**src/rtl/div_sched_pkg.sv**
```systemverilog
// div_sched_pkg: shared types, defaults and helpers for the tick scheduler
package div_sched_pkg;
  localparam int NCH_DEF = 4;
  localparam int DW_DEF = 8;
  typedef enum logic {IDLE, APPLY} cfg_state_e;
  function automatic int chw(input int n);
    return n > 1 ? $clog2(n) : 1;
  endfunction
endpackage

```
**src/rtl/div_sched_chan.sv**
```systemverilog
// div_sched_chan: one tick channel with reloadable down-counter; sq_o only with DIV_SQUARE_OUT_EN
module div_sched_chan #(
  parameter int DW = 8
) (
  input  logic          clk,
  input  logic          reset,
  input  logic          load_i,
  input  logic [DW-1:0] load_div_i,
  input  logic          load_en_i,
  input  logic          sync_i,
  output logic          tick_o,
  output logic          active_o
`ifdef DIV_SQUARE_OUT_EN
  , output logic        sq_o
`endif
);
  logic [DW-1:0] div_q, cnt_q;
  logic          en_q, tick_q, wrap;
  assign wrap = cnt_q == '0;
  assign tick_o = tick_q;
  assign active_o = en_q;
  // config write beats sync, sync beats normal counting; a wrap reloads and fires the tick
  always_ff @(posedge clk) begin
    if (reset) begin
      div_q  <= '0;
      en_q   <= 1'b0;
      cnt_q  <= '0;
      tick_q <= 1'b0;
    end else if (load_i) begin
      div_q  <= load_div_i;
      en_q   <= load_en_i;
      cnt_q  <= load_div_i;
      tick_q <= 1'b0;
    end else if (sync_i && en_q) begin
      cnt_q  <= div_q;
      tick_q <= 1'b0;
    end else if (en_q) begin
      cnt_q  <= wrap ? div_q : cnt_q - DW'(1);
      tick_q <= wrap;
    end else begin
      tick_q <= 1'b0;
    end
  end
`ifdef DIV_SQUARE_OUT_EN
  logic sq_q;
  assign sq_o = sq_q;
  // toggle on each tick so the square wave has period 2(d+1); any re-phase clears it
  always_ff @(posedge clk) begin
    if (reset || load_i || (sync_i && en_q))
      sq_q <= 1'b0;
    else if (en_q && wrap)
      sq_q <= ~sq_q;
  end
`endif
endmodule

```
**src/rtl/div_tick_sched.sv**
```systemverilog
// div_tick_sched: NCH clock-enable tick channels with valid/ready config and global sync; DIV_SQUARE_OUT_EN adds sq
module div_tick_sched
  import div_sched_pkg::*;
#(
  parameter int NCH = NCH_DEF,
  parameter int DW  = DW_DEF,
  localparam int CW = chw(NCH)
) (
  input  logic           clk,
  input  logic           reset,
  input  logic           cfg_valid,
  output logic           cfg_ready,
  input  logic [CW-1:0]  cfg_ch,
  input  logic [DW-1:0]  cfg_div,
  input  logic           cfg_en,
  input  logic           sync,
  output logic [NCH-1:0] tick,
  output logic [NCH-1:0] active
`ifdef DIV_SQUARE_OUT_EN
  , output logic [NCH-1:0] sq
`endif
);
  cfg_state_e    state_q;
  logic          ready_q, en_q;
  logic [CW-1:0] ch_q;
  logic [DW-1:0] div_q;
  assign cfg_ready = ready_q;
  // two-state config FSM: capture in IDLE, write one cycle later in APPLY
  always_ff @(posedge clk) begin
    if (reset) begin
      state_q <= IDLE;
      ready_q <= 1'b0;
      ch_q    <= '0;
      div_q   <= '0;
      en_q    <= 1'b0;
    end else if (state_q == APPLY) begin
      state_q <= IDLE;
      ready_q <= 1'b1;
    end else if (cfg_valid && ready_q) begin
      state_q <= APPLY;
      ready_q <= 1'b0;
      ch_q    <= cfg_ch;
      div_q   <= cfg_div;
      en_q    <= cfg_en;
    end else begin
      ready_q <= 1'b1;
    end
  end
  for (genvar i = 0; i < NCH; i++) begin : g_ch
    div_sched_chan #(.DW(DW)) u_chan (
      .clk        (clk),
      .reset      (reset),
      .load_i     (state_q == APPLY && ch_q == CW'(i)),
      .load_div_i (div_q),
      .load_en_i  (en_q),
      .sync_i     (sync),
      .tick_o     (tick[i]),
      .active_o   (active[i])
`ifdef DIV_SQUARE_OUT_EN
      , .sq_o     (sq[i])
`endif
    );
  end
endmodule

```
**config.mk**
```make
export PLATFORM = sky130hd
export DESIGN_NAME = div_tick_sched
export DESIGN_NICKNAME = d
export VERILOG_FILES = /design/src/rtl/div_sched_pkg.sv /design/src/rtl/div_sched_chan.sv /design/src/rtl/div_tick_sched.sv
export SDC_FILE = /design/constraint.sdc
export NUM_CORES = 1
export LEC_CHECK = 0
export CAP_MARGIN = 20
export CORE_MARGIN = 2
export CORE_UTILIZATION = 55
export CTS_CLUSTER_DIAMETER = 120
export CTS_CLUSTER_SIZE = 16
export DETAILED_ROUTE_END_ITERATION = 8
export GPL_TIMING_DRIVEN = 0
export PLACE_DENSITY = 0.8
export SYNTH_ARGS = -nofsm -noshare
export SYNTH_HDL_FRONTEND = slang
export SYNTH_SLANG_ARGS = --single-unit
```
**constraint.sdc**
```tcl
create_clock -name clk -period 2.1 [get_ports clk]
set_clock_uncertainty 0.1 [all_clocks]
set_input_delay 0.315 -clock clk [delete_from_list [all_inputs] [get_ports clk]]
set_output_delay 0.315 -clock clk [all_outputs]
set_load 0.005 [all_outputs]
```
== Yosys cells after proc, flatten, opt, wreduce, memory -nomap -nowiden ==
Index checks and enable logic that the tools add are counted.
Word-level totals
  memory bits (writable): 0
  output and inout bits: 9
  latch bits: 0
  bits in registers: 85
  bits of input ports: 15
  logic and storage cells: 76
  memory bits (read-only): 0
  memories: 0
Operators by class
  bitwise operators: 5
  muxes and demuxes: 19
  $add $sub $neg: 4
  multipliers: 0
  shift-type cells: 0
  $lt $le $gt $ge: 0
  divide/modulo/power cells: 0
  eq/ne operators: 3
  reductions and logical operators: 24
Operator list (number)
  $mux 8: 16
  $logic_not 8->1: 4
  $sub 8x1->8 const B: 4
  $reduce_or 4->1: 4
  $reduce_bool 3->1: 4
  $logic_and 1x1->1: 9
  $not 1->1: 5
  $eq 2x2->1 const B: 2
  $mux 1: 3
  $eq 2x1->1 const B: 1
  $logic_not 2->1: 1
  $reduce_and 2->1: 1
  $reduce_or 2->1: 1

== Longest topological paths before layout ==
Gate-level depths: netlist of run 1.
  depth after elaboration: 5
  mapped depth: 6
  depth with buffers taken out: 6

== Hierarchy ==
Synthesis of run 1 repeated with hierarchy kept, for this count alone.
Unflattened totals
  cell total of the unflattened synthesis: 478
  area total of the unflattened synthesis: 4504.3 um^2
Modules (own cells, without submodules)
  div_sched_chan: times used 4, seq. area each 360.3 um^2, area an instance 977.2 um^2, cells each 105
  div_tick_sched: times used 1, seq. area each 260.2 um^2, area an instance 595.6 um^2, cells each 58

== Worst setup path after synthesis of run 1 ==
No wires, ideal clock.
  path type: register to register
  from: reg g_ch[0].u_chan.cnt_q[0]
  to: reg g_ch[0].u_chan.cnt_q[7]
  buffers on the path: 0
  cell stages (with the launch flop): 7
  arrival time: 1.503 ns
  library setup time: 0.103 ns
  data required time: 1.897 ns
  period minus slack after synthesis: 1.706 ns
  slack: 0.394 ns
  path through: dfxtp_1 > inv_1 > ha_1 > or4b_4 > a211oi_2 > nor3b_1 > a2111oi_2
On the way
  cells in the longest elaborated chain, start to end: 5
  elaborated cells between the ends (all ways): 6
  those cells by class: add/sub (1); mux (4); reduce/logical (1)
RTL lines
  start, declared: line div_sched_chan.sv:17  | logic [DW-1:0] div_q, cnt_q;
  start signal, assigned: line div_sched_chan.sv:32  | cnt_q <= load_div_i;
  start signal, assigned: line div_sched_chan.sv:35  | cnt_q <= div_q;
  start signal, assigned: line div_sched_chan.sv:38  | cnt_q <= wrap ? div_q : cnt_q - DW'(1);
  $sub 8x1->8 / $logic_not 8->1 (equally long branches): line div_sched_chan.sv:38, div_sched_chan.sv:19
  $mux 8 *: line div_sched_chan.sv:38
  $mux 8 *: line div_sched_chan.sv:37  | end else if (en_q) begin
  $mux 8 *: line div_sched_chan.sv:34  | end else if (sync_i && en_q) begin
  $mux 8 *: line div_sched_chan.sv:29  | end else if (load_i) begin
Every way passes the cells marked *; elsewhere a longest branch is shown, timed or not. The select of a mux whose other input is x is not followed.
A chain may end at the register's enable or synchronous reset.

== Worst setup path in the final report of run 1 ==
  from: reg g_ch[2].u_chan.cnt_q[0]
  to: reg g_ch[2].u_chan.cnt_q[6]
On the way
  cells in the longest elaborated chain, start to end: 5
  elaborated cells between the ends (all ways): 6
  those cells by class: add/sub (1); mux (4); reduce/logical (1)
RTL lines (line)
  start, declared: div_sched_chan.sv:17
  start signal, assigned: div_sched_chan.sv:32
  start signal, assigned: div_sched_chan.sv:35
  start signal, assigned: div_sched_chan.sv:38
  $sub 8x1->8 / $logic_not 8->1 (equally long branches): div_sched_chan.sv:38, div_sched_chan.sv:19
  $mux 8 *: div_sched_chan.sv:38
  $mux 8 *: div_sched_chan.sv:37
  $mux 8 *: div_sched_chan.sv:34
  $mux 8 *: div_sched_chan.sv:29
Marks and branches as above.

==> results of run 1 <==
## sequential cells by signal, summed over array words and instances (netlist names)
register and flops:
g_ch.u_chan.cnt_q 32, g_ch.u_chan.div_q 32, div_q 8, g_ch.u_chan.active_o 4
g_ch.u_chan.tick_o 4, ch_q 2, cfg_ready 1, en_q 1
state_q 1
## timing repair
action	CTS	global route
buffers inserted	0	0
setup endpoints to repair	40	42
gates resized for setup	2	8
## routing by layer
metal  GRT usage, %  vias up  wire [um]
li1               -     1794          -
met1          33.03     1783       4501
met2          44.17      169       4970
met3          4.758       32        743
met4          11.15        0        325
met5              0        -          0
## final cells by class
class                           instances  area share, %
Buffer                                 34          3.879
Tap cell                               99          2.667
Timing Repair Buffer                   23          4.957
Sequential cell                        85          36.64
Multi-Input combinational cell        348          46.88
Clock buffer                           10          2.748
Inverter                               14          1.131
Clock inverter                          4          1.105
## cell families after synthesis
| family | synth area share (%) |
|---|---|
| AND/OR/NAND/NOR | 22.81 |
| XOR/XNOR | 3.210 |
| AO/OA/AOI/OAI | 23.45 |
| adder cells (fa/ha/maj) | 2.446 |
| buffers and inverters | 5.533 |
| flip-flops | 41.58 |
| multiplexers | 0.9783 |
## placed cells by master, fill, tap and decap left out, types with 2 or more instances in the layout
| master | n |
|---|---|
| o22ai_1 | 5 |
| o21a_1 | 3 |
| mux2i_1 | 4 |
| xnor2_1 | 6 |
| dfxtp_1 | 85 |
| nand4_1 | 3 |
| nor3_2 | 2 |
| buf_4 | 8 |
| nand2b_1 | 4 |
| inv_1 | 14 |
| o31ai_1 | 4 |
| xor2_1 | 9 |
| a31o_2 | 3 |
| a22o_1 | 11 |
| a211oi_1 | 3 |
| a21boi_0 | 8 |
| nor3_1 | 7 |
| and3b_1 | 3 |
| clkbuf_1 | 14 |
| nor3b_1 | 7 |
| or4_1 | 4 |
| nand3b_1 | 10 |
| o21bai_1 | 3 |
| clkbuf_8 | 9 |
| nand3_1 | 5 |
| nand2_1 | 96 |
| buf_2 | 7 |
| ha_1 | 8 |
| o32ai_1 | 2 |
| clkdlybuf4s50_1 | 23 |
| or3_1 | 6 |
| a21oi_1 | 68 |
| o21ai_0 | 6 |
| a221o_1 | 21 |
| nor2_1 | 18 |
| clkbuf_2 | 5 |
| nor4_4 | 3 |
## critical path, cell delays in order, from the launching register on
cell and delay [ns]:
dfxtp_1 0.35, inv_1 0.12, ha_1 0.22, nor3b_1 0.34, a21oi_1 0.14, nor3_2 0.46
a221o_1 0.25
## worst max path at each step
| stage | slack, ns | depth (start not counted) | startpoint | end |
|---|---|---|---|---|
| 2_1_floorplan | 0.39 | 6 | g_ch[0].u_chan.cnt_q[0] | g_ch[0].u_chan.cnt_q[7] |
| 5_1_grt | -0.02 | 6 | g_ch[2].u_chan.cnt_q[0] | g_ch[2].u_chan.cnt_q[0] |
| 3_5_place_dp | -0.62 | 5 | reset | g_ch[0].u_chan.cnt_q[4] |
| 3_3_place_gp | -0.63 | 5 | reset | g_ch[0].u_chan.cnt_q[2] |
| 4_1_cts | 0.009 | 5 | reset | g_ch[1].u_chan.div_q[3] |
| 6_report | 0.08 | 6 | g_ch[2].u_chan.cnt_q[0] | g_ch[2].u_chan.cnt_q[6] |
## report_power, final
group / total, mW / switching (mW) / internal, mW / leakage, nW
registers: 1.65 / 0.0262 / 1.63 / 0.686
logic: 0.156 / 0.0915 / 0.0644 / 0.887
clock network: 1.12 / 0.585 / 0.538 / 0.0882
total: 2.93 / 0.703 / 2.23 / 1.66
## stage by stage
stage / area [um^2] / utilization [%] / cells / power, mW
6_report: 4644 / 64.38 / 617 / 2.932
2_1_floorplan: 4093 / - / 481 / 1.762
4_1_cts: 4628 / 64.15 / 617 / 2.931
3_5_place_dp: 4447 / 61.64 / 603 / 1.840
3_3_place_gp: 4447 / 61.64 / 603 / 1.836
5_1_grt: 4644 / 64.38 / 617 / 3.024
==> out/results.txt, run 1 <==
Congestion Overflow GR - 0
Synth cell count leaders - nand2_1 (96), dfxtp_1 (85), a21oi_1 (68), a221o_1 (21)
Seq/Total Area, Yosys - 41.58%
Area grow syn2layout - 13.48%
Number of I/O pins - 24
Synth top area share - 41.58%
Core ar. - 7214 um^2
Critical Path RT - 2.30 ns
Hpwl dp - 7100 um
RSZ-0062 raised after global routing - true
Post-Syn Instances - 481
Top-count cell post-synth - nand2_1
# port buffers - 23
Share of layout cells above drive strength 1 - 9.653%
R2r setup slk - 0.08 ns
Critical path class - reg -> reg
EDFF count, synth - 0
# diodes - 0
Initial antenna violation count - 0
Row count - 31
Final critical-path share of the clock period - 96.32%
Synth top area cells - dfxtp_1 (42%), nand2_1 (8.8%), a21oi_1 (8.3%), a221o_1 (5.1%), ha_1 (2.4%)
Slew headroom - 52.25%
Slew @ Worst Pin - 0.7163 ns
Final setup viols - 0
Hold Path Depth - 2
Pin count of the biggest net entering global routing - 14
Hold_sp - g_ch[3].u_chan.div_q[7]
DR pass1 iterations - 5
Max Slew Vio Count - 0
Cell Area, Synth - 4093 um^2
Clock tree buffer depth - 2
Worst-skew pair later-pin latency - 0.36 ns
First-pass GRT wire length - 17260 um
Power Dens Cells - 631.2 nW/um^2
Worst vdd ir - 376.6 uV
Gp weighted congestion - 0.9276
CTS HTree Levels - 3
Synth warn - 0
Drt via density - 6.123
Final #Nets - 538
Area occupied by multi-input gates - 2177 um^2
Worst setup margin - 0.07730 ns
Worst setup SP type - register
Initial drt markers - 247
Drt total wl - 10540 um
Fmax - 494.4 MHz
Post-synth top area cell - dfxtp_1
Vias - 3778
Fillcell total - 633
Hold-fix buffers, CTS - 0
Period minus WS final - 2.023 ns
Syn nets - 504
ANT nets after route - 0
RR Endpoint - g_ch[2].u_chan.cnt_q[6]
Die ar. - 8147 um^2
Critical Path Fanout Max - 7
Main synth FF type - dfxtp_1
Die height - 90.26 um
Residual DRC count - 0
Initial Utilization - 56.73%
Netlist cell types - 49
WHS Endpoint - g_ch[3].u_chan.div_q[7]
Sequential Area - 1702 um^2
Routed length per instance - 17.08 um
CTS tree - built
Post-route setup TNS - 0 ns
Ys async rst share - 0%
Crit. End Element - register
Syn Area/Cell - 8.509 um^2
Max cap viols - 0
P_leak - 1.661 nW
CTS sink count - 85
HP Class - reg -> reg
Number of buffers created by CTS - 9
Dpl ws - -0.6194 ns
Crit path arrival time - 2.22 ns
Worst R2R Path Depth - 6
Root buffer cell - clkbuf_8
Fin. Hold Viols - 0
Vias in the first global route - 3612
Yosys reg bits - 85
Crit Reg-Reg Startpoint - g_ch[2].u_chan.cnt_q[0]
All-Layer GR Usage - 26.21%
Run status - completed
Hold Slack - 0.3592 ns
Reg clk slew, reported paths - 0.09 ns
Die span in x - 90.26 um
Note: power is estimated with default switching activity, not from simulation.
==> inputs of run 2 (changes only) <==
--- a/config.mk
+++ b/config.mk
@@ -6,6 +6,7 @@
 export NUM_CORES = 1
 export LEC_CHECK = 0
 export CAP_MARGIN = 20
+export CORE_ASPECT_RATIO = 0.75
 export CORE_MARGIN = 2
 export CORE_UTILIZATION = 55
 export CTS_CLUSTER_DIAMETER = 120
==> constraint.sdc (replaced) <==
create_clock -name clk -period 2.6 [get_ports clk]
set_clock_uncertainty 0.1 [all_clocks]
set_input_delay 0.39 -clock clk [delete_from_list [all_inputs] [get_ports clk]]
set_output_delay 0.39 -clock clk [all_outputs]
set_load 0.005 [all_outputs]
==> out/results.txt, run 2 (synthesized netlist as in run 1, its figures left out) <==
Area grow syn2layout - 14.83%
Fin. Hold Viols - 0
ANT nets after route - 0
Slowest stage delay, CP - 0.55 ns
Congestion Overflow GR - 0
Worst vdd ir - 323.4 uV
CTS tree - built
Slowest CP cell - clkbuf_1
Hold Path Depth - 2
Hold-fix buffers, CTS - 0
Row count - 27
Pin count of the biggest net entering global routing - 15
Run status - completed
Root buffer cell - clkbuf_8
Final #Nets - 538
Biggest regs - g_ch.u_chan.cnt_q: 32 flops, g_ch.u_chan.div_q: 32 flops, div_q: 8 flops
Critical Path, Cell by Cell - clkdlybuf4s50_1 > clkbuf_1 > clkbuf_1 > clkbuf_1 > a21oi_1
Gp weighted congestion - 0.8951
DR pass1 iterations - 5
Clock tree buffer depth - 2
Hold_sp - g_ch[0].u_chan.div_q[1]
Crit path arrival time - 2.58 ns
Initial Utilization - 56.35%
Critical Path Fanout Max - 10
Die height - 78.71 um
Post-DP Area - 4449 um^2
Final Cell Area - 4700 um^2
# diodes - 0
Number of buffers created by CTS - 9
WHS Endpoint - g_ch[0].u_chan.div_q[1]
HP Class - reg -> reg
Worst-skew pair later-pin latency - 0.36 ns
Critical Path RT - 2.72 ns
Vias - 3749
Fmax - 406.4 MHz
Slew @ Worst Pin - 0.7200 ns
Most used cell along the critical path - clkbuf_1
Number of I/O pins - 24
Worst setup SP type - input pin
R2r setup slk - 0.49 ns
Worst R2R Path Depth - 6
CTS sink count - 85
Share of layout cells above drive strength 1 - 9.038%
Critical path class - in -> reg
All-Layer GR Usage - 27.90%
Initial antenna violation count - 0
Max cap viols - 0
Crit path buf inv count - 4
Vias in the first global route - 3653
Residual DRC count - 0
P_leak - 1.680 nW
Most frequent cells in the layout - nand2_1 (96), dfxtp_1 (85), a21oi_1 (68), clkdlybuf4s50_1 (23), a221o_1 (21)
Die span in x - 103.6 um
Max Slew Vio Count - 0
Slew headroom - 51.78%
Fillcell total - 641
Die ar. - 8154 um^2
Crit Reg-Reg Startpoint - g_ch[2].u_chan.cnt_q[0]
Power Dens Cells - 556.8 nW/um^2
Cell family with most CP delay - buffers and inverters
Crit. End Element - register
Period minus WS final - 2.461 ns
RR Endpoint - g_ch[2].u_chan.cnt_q[2]
RSZ-0062 raised after global routing - false
Drt via density - 6.037
Most common cell after layout, fill and taps aside - nand2_1
Routed length per instance - 17.62 um
Core ar. - 7263 um^2
Reg clk slew, reported paths - 0.09 ns
CTS HTree Levels - 3
Initial drt markers - 305
Hpwl dp - 7532 um
Final core utilization - 64.70%
Drt total wl - 10950 um
Post-CTS Setup Bufs - 0
# port buffers - 23
PostCTS Resize Cnt - 0
Final critical-path share of the clock period - 94.64%
First-pass GRT wire length - 18100 um
Final setup viols - 0
run 2: worst reg2reg max path, cell delays in order (launching register included):
cell,delay (ns)
dfxtp_1,0.36
inv_1,0.13
ha_1,0.22
nor3b_1,0.36
a21oi_1,0.14
nor3_2,0.49
a221o_1,0.26
run 2: stage by stage:
stage	instances	setup WS, ns	TNS, ns	total power, mW	hold slack [ns]
floorplan	481	0.8939	0	1.423	0.3332
CTS	621	0.1333	0	2.608	0.3557
global placement	605	-0.2215	-4.719	1.484	0.3417
finish	621	0.1393	0	2.617	0.3549
detailed placement	605	-0.2380	-5.230	1.488	0.3436
global route	621	0.03233	0	2.685	0.3796
run 2: area by class of cell:
| type | count | area [um^2] | area share, % |
|---|---|---|---|
| buffer | 34 | 175.2 | 3.727 |
| clock buffer | 11 | 141.4 | 3.009 |
| clock inverter | 5 | 107.6 | 2.290 |
| inverter | 14 | 52.55 | 1.118 |
| multi-input combinational | 348 | 2165 | 46.06 |
| sequential | 85 | 1702 | 36.21 |
| tap | 101 | 126.4 | 2.689 |
| timing repair buffer | 23 | 230.2 | 4.899 |
run 2: worst max-delay path by stage:
stage                     slack [ns]                    start                      end  depth (start not counted)
after detailed placement       -0.24                    reset  g_ch[0].u_chan.cnt_q[3]                          5
after global placement         -0.22                    reset  g_ch[0].u_chan.cnt_q[2]                          5
after global routing            0.03                    reset  g_ch[2].u_chan.div_q[0]                          5
after CTS                       0.13                    reset  g_ch[0].u_chan.cnt_q[3]                          5
final                           0.14                    reset  g_ch[2].u_chan.div_q[1]                          5
after floorplan                 0.89  g_ch[0].u_chan.cnt_q[0]  g_ch[0].u_chan.cnt_q[7]                          6
run 2: report_power, final:
group          leakage [nW]  total [mW]  switching, mW  internal [mW]
sequential            0.686        1.33         0.0205           1.31
combinational         0.870       0.127         0.0764         0.0510
clock                 0.124        1.16          0.487          0.669
run 2: metal layers:
metal	vias up	GRT usage [%]	part of all wire (%)
met5	-	0	0
met3	32	6.486	7.4
met2	154	46.29	46
met4	0	9.459	2.3
met1	1773	36.29	44
li1	1790	-	-
==> edit 1: new RTL, flow settings as in run 2 <==
The option `DIV_SQUARE_OUT_EN` is turned on by a define.
--- a/src/rtl/div_sched_chan.sv
+++ b/src/rtl/div_sched_chan.sv
@@ -1,2 +1,4 @@
 // div_sched_chan: one tick channel with reloadable down-counter; sq_o only with DIV_SQUARE_OUT_EN
+`define DIV_SQUARE_OUT_EN
+
 module div_sched_chan #(
Check against the original RTL (old outputs only; new: sq): equivalent (equiv_simple and equiv_induct, registers matched by name and starting in step).
==> edit 1 against run 2 <==
Design area rose by 2.8%; routed wire length fell by 1.5%; count of clock-buffer cells in the layout did not move; sequential share of layout area rose by 0.66 points; worst setup slack improved by 0.052 ns; sequential cell count rose by 4; power fell by 2.1%; utilization rose by 0.61 points; hold slack improved by 0.0051 ns; sequential power rose by 5%; area after synthesis rose by 3.2%.
==> edit 1: results (changes against run 2) <==
\begin{tabular}{lr}
\hline
Metric & Value \\
\hline
\multicolumn{2}{l}{\textbf{Layout}} \\
\quad Fraction of layout cells with a size suffix above 1 & 7.74\% (was 9.04\%) \\
\quad Non-filler instance count after layout & 632 (was 621) \\
\quad Final layout net count & 549 (was 538) \\
\multicolumn{2}{l}{\textbf{GRT}} \\
\quad Wire length of the first global-routing pass & 17400 um (was 18100 um) \\
\quad Global Route Usage Sum & 26.6\% (was 27.9\%) \\
\multicolumn{2}{l}{\textbf{Placed design}} \\
\quad Number of port buffers & 26 (was 23) \\
\quad Routability congestion estimate & 0.890 (was 0.895) \\
\quad Estimated wirelength of the detail-placed design & 7540 um (was 7530 um) \\
\multicolumn{2}{l}{\textbf{Synth}} \\
\quad Portion of synthesized cell area occupied by the leading cell type & 42.2\% (was 41.6\%) \\
\quad Share of synthesized area occupied by flip-flops and latches & 42.2\% (was 41.6\%) \\
\quad Most common library cells after synthesis & sky130\_fd\_sc\_hd\_\_dfxtp\_1 (89), sky130\_fd\_sc\_hd\_\_nand2\_1 (87), sky130\_fd\_sc\_hd\_\_a21oi\_1 (61) (was sky130\_fd\_sc\_hd\_\_nand2\_1 (96), sky130\_fd\_sc\_hd\_\_dfxtp\_1 (85), sky130\_fd\_sc\_hd\_\_a21oi\_1 (68)) \\
\quad Count of mapped cells out of synthesis & 489 (was 481) \\
\quad Library cells used by synthesis & 59 (was 49) \\
\multicolumn{2}{l}{\textbf{Clock tree}} \\
\quad CTS-repair resized insts & 0 (unchanged) \\
\quad Count of H-tree levels built during CTS & 3 (unchanged) \\
\multicolumn{2}{l}{\textbf{Worst setup path}} \\
\quad Critical-path top delay cell & sky130\_fd\_sc\_hd\_\_clkdlybuf4s50\_1 (was sky130\_fd\_sc\_hd\_\_clkbuf\_1) \\
\quad Signal arrival time at the worst endpoint & 2.53 ns (was 2.58 ns) \\
\quad Internal reg-to-reg setup slack & 0.33 ns (was 0.49 ns) \\
\quad Highest cell delay on the worst timing path & 0.57 ns (was 0.55 ns) \\
\quad Worst r2r path cells & 6 (unchanged) \\
\multicolumn{2}{l}{\textbf{Route}} \\
\quad DRC marker count from the first detailed-route iteration & 350 (was 305) \\
\quad Number of optimization iterations in the first detailed-route pass & 8 (was 5) \\
\quad Average wire per standard cell & 17.1 um (was 17.6 um) \\
\quad Total number of vias & 3837 (was 3749) \\
\multicolumn{2}{l}{\textbf{STA}} \\
\quad Transition time at the pin with the least slew margin & 0.890 ns (was 0.720 ns) \\
\quad WHS & 0.360 ns (was 0.355 ns) \\
\quad Number of hold violations in the final report & 0 (unchanged) \\
\multicolumn{2}{l}{\textbf{Pwr}} \\
\quad Leak pwr & 1.76 nW (was 1.68 nW) \\
\quad IR Drop Worst-Case VDD & 0.370 mV (was 0.323 mV) \\
\multicolumn{2}{l}{\textbf{Run status}} \\
\quad Status & finished, final reports clean (unchanged) \\
\hline
\end{tabular}
## edit 1: area by class of cell
type | count | area, um2
multi-input cells | 349 | 2200
repair buffers | 26 | 260
well taps | 101 | 126
clock buffers | 11 | 141
clock inverters | 4 | 77.6
plain buffers | 37 | 194
diodes | 1 | 2.50
fillers | 606 | 2570
inverters | 14 | 52.6
flip-flops and latches | 89 | 1780
## edit 1: cells by family (layout without fill, tap and decap cells)
kind of cell,count (synthesis),count (layout),synth area share [%]
simple gates,180,180,22.0
compound gates,137,137,22.5
flops,89,89,42.2
buf+inv,51,92,5.84
xor+xnor,18,18,3.73
fa+ha+maj,8,8,2.37
mux,6,6,1.42
other cells,0,1,0
## edit 1: final timing paths
check,startpoint,to
max,reset,g_ch[2].u_chan.cnt_q[2]$_SDFFE_PP0P_
min,g_ch[3].u_chan.div_q[6]$_SDFFE_PP0P_,g_ch[3].u_chan.div_q[6]$_SDFFE_PP0P_
max reg2reg,g_ch[3].u_chan.cnt_q[0]$_SDFFE_PP0P_,g_ch[3].u_chan.cnt_q[6]$_SDFFE_PP0P_
min reg2reg,g_ch[3].u_chan.div_q[6]$_SDFFE_PP0P_,g_ch[3].u_chan.div_q[6]$_SDFFE_PP0P_
## edit 1: routing by layer
| metal | routed length [um] | GRT usage [%] | vias up |
|---|---|---|---|
| met5 | 0 | 0 | - |
| li1 | - | - | 1836 |
| met4 | 267 | 11.5 | 0 |
| met3 | 835 | 6.29 | 30 |
| met2 | 4840 | 41.9 | 147 |
| met1 | 4840 | 35.0 | 1824 |
## edit 1: power by group
group          internal [W]  leakage, nW  switching, W  total (W)
registers           0.00137        0.718     0.0000201    0.00139
clock network      0.000566        0.110      0.000480    0.00105
logic             0.0000462        0.931     0.0000755   0.000122
## edit 1: worst reg2reg max path, delay by kind of cell (launching register included)
family	cells	cell delay [ns]
AOI/OAI and AO/OA	1	0.29
adders and majority gates	1	0.21
buffers and inverters	1	0.10
DFF	1	0.40
and+or+nand+nor	3	1.13
## edit 1: stage by stage
step / worst slack [ns] / setup TNS [ns] / total power, W / area, um2
finish: 0.192 / 0 / 0.00256 / 4830
global route: 0.0499 / 0 / 0.00265 / 4830
CTS: 0.201 / 0 / 0.00258 / 4830
detailed placement: -0.174 / -5.19 / 0.00154 / 4610
global placement: -0.108 / -2.80 / 0.00154 / 4610
floorplan: 0.683 / 0 / 0.00148 / 4220
==> edit 2: new RTL, config.mk and constraints of run 2 <==
Without the edit above. Add an input register stage for `cfg_valid`, `cfg_ch`, `cfg_div` and `cfg_en`; this delays them by one clock. The other inputs are not delayed to match.
--- a/src/rtl/div_tick_sched.sv
+++ b/src/rtl/div_tick_sched.sv
@@ -22,2 +22,15 @@
 );
+
+  logic cfg_valid_q;
+  logic [CW-1:0] cfg_ch_q;
+  logic [DW-1:0] cfg_div_q;
+  logic cfg_en_q;
+
+  always_ff @(posedge clk) begin
+    cfg_valid_q <= cfg_valid;
+    cfg_ch_q    <= cfg_ch;
+    cfg_div_q   <= cfg_div;
+    cfg_en_q    <= cfg_en;
+  end
+
   cfg_state_e    state_q;
@@ -38,8 +51,8 @@
       ready_q <= 1'b1;
-    end else if (cfg_valid && ready_q) begin
+    end else if (cfg_valid_q && ready_q) begin
       state_q <= APPLY;
       ready_q <= 1'b0;
-      ch_q    <= cfg_ch;
-      div_q   <= cfg_div;
-      en_q    <= cfg_en;
+      ch_q    <= cfg_ch_q;
+      div_q   <= cfg_div_q;
+      en_q    <= cfg_en_q;
     end else begin
Behaviour: not the same (Yosys sat finds a counterexample within 4 cycles, from zero or initial values and one cycle with reset high).
==> edit 2 against run 2 <==
Design area is 3.2% higher; area after synthesis is 5.4% higher; combinational power is 9% lower; first-iteration DRC count is 17% higher; power is 1.1% lower; worst setup slack better by 0.18 ns; routed wire length is 2.6% lower; largest cell class unchanged; critical endpoint is now g_ch[3].u_chan.cnt_q[0]$_SDFFE_PP0P_; sequential cell count is 12 higher; sequential share of layout area is 3.8 points higher.
==> edit 2: results (changes against run 2) <==
\begin{tabular}{lr}
\hline
Metric & Value \\
\hline
\multicolumn{2}{l}{\textbf{Run status}} \\
\quad Status & finished, final reports clean (unchanged) \\
\multicolumn{2}{l}{\textbf{STA}} \\
\quad WHS & 0.347 ns (was 0.355 ns) \\
\quad Fraction of the cycle the final worst path needs & 87.8\% (was 94.6\%) \\
\multicolumn{2}{l}{\textbf{Synth}} \\
\quad Adder-Cell Fraction of Synth Area & 2.32\% (was 2.45\%) \\
\quad Library cells used by synthesis & 58 (was 49) \\
\quad Count of mapped cells out of synthesis & 484 (was 481) \\
\quad Synth Area in XOR/XNOR & 3.45\% (was 3.21\%) \\
\quad Portion of synthesized cell area occupied by the leading cell type & 45.0\% (was 41.6\%) \\
\quad Share of synthesized area occupied by flip-flops and latches & 45.0\% (was 41.6\%) \\
\multicolumn{2}{l}{\textbf{Hold path}} \\
\quad Worst Hold Launch & cfg\_ch\_q[1]\$\_DFF\_P\_ (was g\_ch[0].u\_chan.div\_q[1]\$\_SDFFE\_PP0P\_) \\
\quad Cell count of the worst hold path & 1 (was 2) \\
\multicolumn{2}{l}{\textbf{GRT}} \\
\quad Largest net degree at the start of global routing & 19 (was 15) \\
\quad Met2 capacity usage during global routing & 42.7\% (was 46.3\%) \\
\multicolumn{2}{l}{\textbf{Layout}} \\
\quad Largest registers ranked by flip-flop count & g\_ch.u\_chan.cnt\_q: 32 flops, g\_ch.u\_chan.div\_q: 32 flops (was g\_ch.u\_chan.cnt\_q: 32 flops, g\_ch.u\_chan.div\_q: 32 flops, div\_q: 8 flops) \\
\quad Final layout net count & 540 (was 538) \\
\multicolumn{2}{l}{\textbf{Pwr}} \\
\quad Leak pwr & 1.72 nW (was 1.68 nW) \\
\quad Fraction of power spent switching nets & 25.7\% (was 22.3\%) \\
\quad Combinational group power & 0.000116 W (was 0.000127 W) \\
\multicolumn{2}{l}{\textbf{Worst setup path}} \\
\quad Signal arrival time at the worst endpoint & 2.41 ns (was 2.58 ns) \\
\quad Worst reg2reg path endpoint & g\_ch[2].u\_chan.cnt\_q[1]\$\_SDFFE\_PP0P\_ (was g\_ch[2].u\_chan.cnt\_q[2]\$\_SDFFE\_PP0P\_) \\
\quad Critical-path top delay cell & sky130\_fd\_sc\_hd\_\_buf\_1 (was sky130\_fd\_sc\_hd\_\_clkbuf\_1) \\
\multicolumn{2}{l}{\textbf{Route}} \\
\quad Met2 WL post-DR & 4990 um (was 5020 um) \\
\quad Mean number of vias per cell & 6.07 (was 6.04) \\
\quad Average wire per standard cell & 17.1 um (was 17.6 um) \\
\quad Metal3 WL & 928 um (was 805 um) \\
\quad Total number of vias & 3781 (was 3749) \\
\multicolumn{2}{l}{\textbf{Placed design}} \\
\quad Post-Place Worst Slack & -0.0305 ns (was -0.238 ns) \\
\quad Estimated wirelength of the detail-placed design & 7480 um (was 7530 um) \\
\hline
\end{tabular}
-- edit 2: changes by cell type after synthesis, moves of 4 or more --
cell,change
sky130_fd_sc_hd__o22ai_1,+5
sky130_fd_sc_hd__a221o_1,-7
sky130_fd_sc_hd__nand2_1,-6
sky130_fd_sc_hd__a22oi_1,+6
sky130_fd_sc_hd__nor3b_1,-4
sky130_fd_sc_hd__nor2_1,-5
sky130_fd_sc_hd__a21oi_1,-13
sky130_fd_sc_hd__dfxtp_1,+12
sky130_fd_sc_hd__nand3b_1,+4
sky130_fd_sc_hd__nor4_1,+4
sky130_fd_sc_hd__mux2i_1,+4
-- edit 2: final cells by class --
type / instances / area (um2) / area share [%]
tap: 101 / 126 / 2.61
sequential: 97 / 1940 / 40.0
clock buffer: 9 / 124 / 2.55
clock inverter: 7 / 63.8 / 1.32
timing repair buffer: 22 / 220 / 4.54
multi-input combinational: 339 / 2150 / 44.4
inverter: 14 / 52.6 / 1.08
buffer: 34 / 168 / 3.46
